<file path="src/rtl/range_window_ctrl.sv">
// Sample-window controller that streams a window into a range finder and captures its result.
// Optional threshold alarm is built when RANGE_WINDOW_CTRL_ALARM_EN is defined.
module range_window_ctrl #(
  parameter int WIDTH = 10,
  parameter int LEN_W = 8
) (
  input  logic             clock,
  input  logic             reset,
  input  logic             start,
  input  logic [LEN_W-1:0] window_len,
  input  logic             abort,
  input  logic [WIDTH-1:0] sample_in,
  input  logic             sample_valid,
  input  logic [WIDTH-1:0] threshold,
  output logic [WIDTH-1:0] rf_data,
  output logic             rf_go,
  output logic             rf_finish,
  input  logic [WIDTH-1:0] rf_range,
  input  logic             rf_error,
  output logic             busy,
  output logic [WIDTH-1:0] result,
  output logic             result_valid,
  output logic             result_err,
  output logic             len_err,
  output logic             alarm
);

  typedef enum logic [1:0] {
    IDLE,
    RUN,
    FLUSH,
    CAPTURE
  } state_t;

  state_t           state;
  logic [LEN_W-1:0] len_q;
  logic [LEN_W:0]   count;
  logic [LEN_W:0]   count_inc;
  logic             last;

  assign count_inc = count + 1'b1;
  assign last      = (count_inc == {1'b0, len_q});
  assign busy      = (state != IDLE);

  always_ff @(posedge clock) begin
    if (reset) begin
      state        <= IDLE;
      len_q        <= '0;
      count        <= '0;
      rf_data      <= '0;
      rf_go        <= 1'b0;
      rf_finish    <= 1'b0;
      result       <= '0;
      result_err   <= 1'b0;
      result_valid <= 1'b0;
      len_err      <= 1'b0;
    end else begin
      rf_go        <= 1'b0;
      rf_finish    <= 1'b0;
      result_valid <= 1'b0;
      len_err      <= 1'b0;
      unique case (state)
        IDLE: begin
          if (start) begin
            if (window_len != '0) begin
              len_q <= window_len;
              count <= '0;
              state <= RUN;
            end else begin
              len_err <= 1'b1;
            end
          end
        end
        RUN: begin
          // abort wins over a same-cycle sample and over start
          if (abort) begin
            state <= IDLE;
          end else if (sample_valid) begin
            count     <= count_inc;
            rf_data   <= sample_in;
            rf_go     <= (count == '0);
            rf_finish <= last;
            if (last) state <= FLUSH;
          end
        end
        FLUSH: begin
          state <= abort ? IDLE : CAPTURE;
        end
        CAPTURE: begin
          result       <= rf_range;
          result_err   <= rf_error;
          result_valid <= 1'b1;
          state        <= IDLE;
        end
        default: state <= IDLE;
      endcase
    end
  end

`ifdef RANGE_WINDOW_CTRL_ALARM_EN
  always_ff @(posedge clock) begin
    if (reset) begin
      alarm <= 1'b0;
    end else if (state == CAPTURE) begin
      alarm <= (rf_range > threshold);
    end
  end
`else
  logic unused_threshold;
  assign unused_threshold = ^threshold;
  assign alarm            = 1'b0;
`endif

endmodule

</file>
<file path="config.mk">
export PLATFORM = sky130hd
export DESIGN_NAME = range_window_ctrl
export DESIGN_NICKNAME = d
export VERILOG_FILES = /design/src/rtl/range_window_ctrl.sv
export SDC_FILE = /design/constraint.sdc
export NUM_CORES = 1
export LEC_CHECK = 0
export ABC_CLOCK_PERIOD_IN_PS = 2200
export CAP_MARGIN = 20
export CORE_AREA = 2 2 76 78
export CTS_CLUSTER_DIAMETER = 60
export DETAILED_ROUTE_END_ITERATION = 7
export DIE_AREA = 0 0 78 80
export PLACE_DENSITY_LB_ADDON = 0.15
export SYNTH_ARGS = -nofsm -noshare
export SYNTH_HDL_FRONTEND = slang
export SYNTH_SLANG_ARGS = --single-unit
</file>
<file path="constraint.sdc">
create_clock -name clock -period 2.2 [get_ports clock]
set_clock_uncertainty 0.1 [all_clocks]
set_input_delay 0.33 -clock clock [delete_from_list [all_inputs] [get_ports clock]]
set_output_delay 0.33 -clock clock [all_outputs]
set_load 0.05 [all_outputs]
</file>
After elaboration in Yosys (flattened, before gate mapping) --
Index checks and enable logic that the tools add are counted.
Operators by class: add/sub/neg operators 1, mux-type cells 14, reduce and logical (&&, ||, !) cells 11, equality and inequality tests 10, bitwise logic cells 5
Operators by type and width (number):
- $mux W9 | 4
- $pmux W9 S2 | 1
- $mux W2 | 6
- $add A9 B1 Y9 const B | 1
- $eq A9 B8 Y1 | 1
- $logic_not A9 Y1 | 1
- $ne A2 B2 Y1 const B | 4
- $pmux W2 S4 | 1
- $reduce_bool A8 Y1 | 1
- $ne A3 B3 Y1 const B | 2
- $reduce_and A3 Y1 | 2
- $not A1 Y1 | 5
- $reduce_and A5 Y1 | 1
- $eq A2 B2 Y1 const B | 2
- $reduce_and A4 Y1 | 1
- $reduce_bool A2 Y1 | 2
- $reduce_or A4 Y1 | 1
- $reduce_or A3 Y1 | 1
- $eq A2 B1 Y1 const B | 1
- $logic_not A2 Y1 | 1
- $mux W1 | 2
Storage, ports and cells: output and inout port bits 27, logic and storage cells 51, register bits after elaboration 44, input bits 44

Depth between registers and ports, before layout --
Gate-level depths: netlist of run 1.
word-level depth 6, gate-level depth with buffers 7, mapped depth without buffers 6

Worst setup path after synthesis of run 1 --
Ideal clock, no wire load.
path type reg-to-reg, from register count[0], to register state[0], period minus slack after synthesis 1.934 ns, buffers on the path 1, library setup time 0.144 ns, slack 0.266 ns, cell stages (with the launch flop) 8, data required time 1.956 ns, arrival 1.690 ns, cell sequence dfxtp_1 ha_1 buf_1 xor2_1 nor3_1 o2111ai_1 a311oi_1 a41oi_1
Between the ends: word-level cells in the longest chain between the ends 4
Ends and longest elaborated chain:
- from (decl) | line 37 | logic [LEN_W:0] count;
- from (signal assigned) | line 79 | count <= count_inc;
- $add A9 B1 Y9 | line 41 | assign count_inc = count + 1'b1;
- $eq A9 B8 Y1 | line 42 | assign last = (count_inc == {1'b0, len_q});
- $ne A3 B3 Y1 (no source line)
- $reduce_and A4 Y1 (no source line)
- to (signal assigned) | line 87 | state <= abort ? IDLE : CAPTURE;
- to (decl) | line 35 | state_t state;
Every way passes these cells. A chain may end at the register's enable or synchronous reset.

Worst setup path after layout of run 1 --
from register count[1], to register state[0]
Same word-level chain as after synthesis.

==> results.md, run 1 <==
* Die area at 0.00624 mm²
* Most common cell in the netlist: nand2_1
* Fill cells at 530
* Status: completed
* Worst Path Max Fanout at 13
* Via count at between 1500 and 2000
* ANT cells at 0
* Slew margin rel. at 0.652
* P&R area growth vs syn at 39.9%
* # DRC at 0
* Most Crowded Layer GR: met2
* Synth Flop Type: dfxtp_1
* Register Area at ~880 µm²
* Final wirelength at slightly below 5 mm
* RSZ-0062 raised after global routing: false
* Syn_nets at a little over 300
* Post-route ant nets at 0
* Synth top cells by count: 52 x nand2_1, 44 x dfxtp_1, 32 x a21oi_1
* Synthesis warning total at 0
* Routability Congestion at 0.823
* Area leader, netlist: dfxtp_1
* Peak VDD IR at between 300 and 400 µV
* I/O Pins at 71
* Synthesized cell area at ~0.0021 mm²
* Clock Latency Late Sink at between 200 and 300 ps
* Register area share after synthesis at 0.424
* Hold buffers post-CTS at 0
* Met2 usage at 0.278
* Final Cycle Share at 0.899
* Pre-antenna DRT Iters at 4
* Critical path type: reg2reg
* Top cells by area, synth: dfxtp_1 42%, nand2_1 9.4%, a21oi_1 7.7%, nor2_1 4.3%, mux2i_1 3.9%
* Post-layout min period at roughly 2000 ps
* Multi-input combinational cell area at ~0.0011 mm²
* Max-capacitance violation count at 0
* Worst setup EP type: flop
* Port bufs at about 60
* Asr flop ratio synth at 0
* Largest net degree at the start of global routing at 20
* Synth cell types at between 40 and 50
* Grt total ovfl at 0
* Synthesized flop and latch total at 44
* Post-synth EDFFs at 0
* Share of the synthesized area in the top cell type at 0.424
* Row count at 27
* Die height at 80 µm
* Initial antenna violation count at 0
* Vias in the first global route at ~1900
* Power per standard cell area at slightly below 600 mW/mm²
* Nets@finish at ~370
* Pleak at between 1 and 1.5 nW
* DP Worst Slack at approximately 33 ps
* Root buf cell: clkbuf_8
* M1 GR Usage at 0.219
* First-pass GRT wire length at ~8.4 mm
* H-tree levels at 2
* CTS tree: built
* Clock buffer count from CTS at 5
* Final hold violation count at 0
* Synth Area per Inst at approximately 8.1 µm²
* Post-CTS Setup Inserts at 0
* Slew Viols, Final at 0
* Synth Instances at about 260
* Resized Gates After CTS at 0
* Hold slack final at roughly 360 ps
* Final instance area at 0.00291 mm²
* Met3 Track Usage GR at 0.0339
* Clock Sink Count at 44
* DR vias/cell at slightly below 5
* Fmax at 505 MHz
* Critical Path Source Type: flop
* Endpoints failing setup at 0
* Worst Tran Pin Value at roughly 520 ps
* Power Total at 1.68 mW
* Worst Hold Class: reg2reg
* 1st-iter DRT viols at 76
* WP data arrival at between 2000 and 2500 ps
* Floorplan Core Area at approximately 0.0054 mm²
* Post-route worst setup slack at roughly 220 ps
* Layout cells sized above 1 at 0.0807
* TNS Setup at 0 ps
* Starting density of the core at 0.385
* Detailed placement HPWL at 3.68 mm
* Worst Path Required at about 2300 ps
* Placed Area at approximately 0.0028 mm²
* Drt wl/cell at 12.5 µm
* CTS max path bufs at 2
* GRT Total Usage at 0.168
* Worst-path clk slew at 90 ps
* Die X at 78 µm
==> flip-flops by register name, summed over array words and instances, names as in the netlist <==
| name | count |
|---|---|
| len_err | 1 |
| len_q | 8 |
| result_valid | 1 |
| rf_finish | 1 |
| result | 10 |
| count | 9 |
| rf_go | 1 |
| result_err | 1 |
| state | 2 |
| rf_data | 10 |
==> placed cells by master (no fill, tap or decap), types with 7 or more instances in the layout <==
cell type,instances
nor2_1,24
o21ai_0,8
dfxtp_1,44
mux2i_1,8
buf_4,13
nand2_1,52
clkdlybuf4s50_1,58
a21oi_1,32
nand3_1,7
==> path summary, 6_finish.rpt <==
path / cells after the start / to / slack, ps / start
worst max-delay path: 5 / state[0] / 220 / count[1]
worst max register to register: 5 / state[0] / 220 / count[1]
worst min register to register: 2 / result_err / 360 / result_err
worst min-delay path: 2 / result_err / 360 / result_err
==> worst max-delay path: stages, from the launching register on <==
cell and delay (ps):
dfxtp_1 350, ha_1 440, nor2_1 120, o2111a_1 280, or3_1 380, a41oi_1 220
==> layout make-up <==
class                      count  share of cell area
clock buffer                   5              0.0237
multi-input combinational    194               0.381
clock inverter                 3              0.0163
inverter                       4             0.00516
timing repair buffer          72               0.240
sequential                    44               0.303
tap                           72              0.0310
==> power by group <==
group	switching, mW	internal (mW)
sequential	0.0138	0.812
combinational	0.107	0.117
clock	0.289	0.342
total	0.409	1.27
==> cells by family after synthesis <==
| family | count (synthesis) | synth area share |
|---|---|---|
| adder cells (fa/ha/maj) | 2 | 0.0120 |
| XOR/XNOR | 8 | 0.0373 |
| other | 1 | 0.00180 |
| AO/OA/AOI/OAI | 56 | 0.162 |
| buffers and inverters | 20 | 0.0433 |
| flip-flops | 44 | 0.424 |
| multiplexers | 8 | 0.0385 |
| AND/OR/NAND/NOR | 119 | 0.281 |
==> layer usage <==
metal / wire, µm / part of all wire / vias to the layer above
li1: - / - / 1016
met1: 2360 / 0.48 / 890
met2: 2350 / 0.48 / 28
met3: 163 / 0.033 / 7
met4: 53 / 0.011 / 0
met5: 0 / 0 / -
==> metrics by stage <==
stage               cells   util
floorplan             258      -
finish                394  0.538
global route          394  0.538
detailed placement    386  0.517
CTS                   394  0.538
global placement      386  0.517
(Power assumes the default switching activity.)
==> inputs of run 2 (changes only) <==
Settings changed: GPL_TIMING_DRIVEN set to 0, TNS_END_PERCENT set to 100.
==> results.md, run 2 (same netlist as run 1, synthesis figures left out) <==
* Die height at 80 µm
* Peak VDD IR at 372 µV
* ANT cells at 0
* Final hold violation count at 0
* WP data arrival at roughly 2100 ps
* Detailed placement HPWL at 3.80 mm
* Floorplan Core Area at about 0.0054 mm²
* Crit path from: count[0]
* Placed Area at about 0.0028 mm²
* Max-capacitance violation count at 0
* Drt wl/cell at between 10 and 15 µm
* Post-route ant nets at 0
* CTS tree: built
* RSZ-0062 raised after global routing: false
* First-pass GRT wire length at 8.74 mm
* Hold buffers post-CTS at 0
* Slowest stage delay, CP at ~430 ps
* DP Worst Slack at -222 ps
* Reg2reg path depth at 7
* Post-CTS Setup Inserts at 0
* Die X at just under 80 µm
* Fill cells at ~550
* Most frequent cells in the layout: 57 x clkdlybuf4s50_1, 52 x nand2_1, 42 x dfxtp_1, 32 x a21oi_1, 24 x nor2_1
* Most common cell after layout, fill and taps aside: clkdlybuf4s50_1
* Placed cell count at 388
* Largest net degree at the start of global routing at 15
* Critical Path Source Type: flop
* Biggest regs: result x10, rf_data x10, count x9
* Worst Hold Class: reg2reg
* Slew margin rel. at 0.638
* Port bufs at between 50 and 60
* Critical path type: reg2reg
* Worst Hold Launch: result_err
* I/O Pins at 71
* Routability Congestion at about 0.84
* Power per standard cell area at 587 mW/mm²
* Worst Tran Pin Value at around 540 ps
* Slowest cell on the critical path: a311oi_2
* CTS max path bufs at 2
* Hold slack final at 356 ps
* P&R area growth vs syn at 39.0%
* Setup slack, reg-to-reg at ~140 ps
* Die area at 0.00624 mm²
* CP Cell Sequence: ha_2 -> clkbuf_4 -> xor2_1 -> nor3_1 -> o2111ai_1 -> a311oi_2 -> a41oi_1
* Layout cells sized above 1 at 0.0679
* 1st-iter DRT viols at between 80 and 90
* DR vias/cell at ~5.0
* Worst setup EP type: flop
* Post-route worst setup slack at ~140 ps
* Hold Path Sink: result_err
* Worst Path Required at between 2000 and 2500 ps
* Root buf cell: clkbuf_8
* Status: completed
* Post-layout min period at roughly 2000 ps
* GRT Total Usage at 0.177
* Final Cycle Share at 0.937
* Clock buffer count from CTS at 5
* Starting density of the core at 0.385
* Final wirelength at between 5 and 6 mm
* Pleak at 1.02 nW
* Slew Viols, Final at 0
* H-tree levels at 2
* Worst Path Max Fanout at 10
* Multi-input combinational cell area at 0.00112 mm²
* Vias in the first global route at about 1800
* Fmax at ~490 MHz
* Hold Crit Depth at 2
* Nets@finish at 369
* R2r startpoint: count[0]
* Grt total ovfl at 0
* Clock Latency Late Sink at about 300 ps
* Register Area at ~890 µm²
* Clock Sink Count at 44
* # DRC at 0
* Row count at 27
* Worst r2r dst: state[0]
* Non-filler instance count after layout at 396
* Pre-antenna DRT Iters at 4
* Final instance area at slightly below 0.003 mm²
* Initial antenna violation count at 0
* Via count at between 1500 and 2000
* Endpoints failing setup at 0
* Worst-path clk slew at approximately 90 ps
## run 2: cell types whose count changed in the layout (fill, tap and decap cells not counted), moves of 2 or more
cell | previous run | this run
buf_4 | 13 | 1
clkbuf_1 | 0 | 10
buf_2 | 0 | 3
dfxtp_1 | 44 | 42
dfxtp_4 | 0 | 2
## run 2: through the flow
step / total power, mW / util / TNS (ps)
2_1_floorplan: 0.957 / - / 0
3_3_place_gp: 1.06 / 0.509 / -1940
3_5_place_dp: 1.06 / 0.509 / -1770
4_1_cts: 1.72 / 0.532 / 0
5_1_grt: 1.77 / 0.535 / 0
6_report: 1.70 / 0.535 / 0
## run 2: worst max-delay path: cells and delay by family, from the launching register on
kind | cells | cell delay (ps)
compound gates | 3 | 770
xor+xnor | 1 | 150
fa+ha+maj | 1 | 210
buf+inv | 1 | 190
flops | 1 | 380
simple gates | 1 | 130
## run 2: report_power, final
group | switching, mW | leakage, nW | internal [mW]
logic | 0.104 | 0.600 | 0.104
registers | 0.0170 | 0.358 | 0.811
clock network | 0.288 | 0.0614 | 0.371
## run 2: area by class of cell
cell class	count	area share
multi-input cells	194	0.387
clock buffers	6	0.0286
plain buffers	16	0.0273
flip-flops and latches	44	0.307
repair buffers	58	0.200
inverters	4	0.00519
clock inverters	2	0.0134
well taps	72	0.0312
## run 2: how the worst max path moves through the flow
| stage | depth (start not counted) | endpoint | slack, ps |
|---|---|---|---|
| after floorplan | 7 | state[0] | 270 |
| after global placement | 7 | state[0] | -290 |
| after detailed placement | 7 | state[0] | -220 |
| after CTS | 7 | state[0] | 50 |
| after global routing | 7 | state[0] | 2 |
| final | 7 | state[0] | 140 |
## run 2: metal layers
metal,share of wire,vias up,track usage
met5,0,-,0
met4,0.012,0,0.0526
met3,0.054,6,0.0486
met2,0.47,40,0.285
met1,0.47,905,0.231
li1,-,1029,-
## run 2: repair_timing
item | 4_1_cts | 5_1_grt
endpoints found under the setup margin | 4 | 3
gates cloned | 0 | 0
gates resized for setup | 3 | 6
pin swaps | 0 | 1
==> inputs of run 3 (changes only) <==
Settings changed: TNS_END_PERCENT 100 to 20.
==> results of run 3 <==
Same layout as run 2: the final DEF is identical, and so are final timing and power.
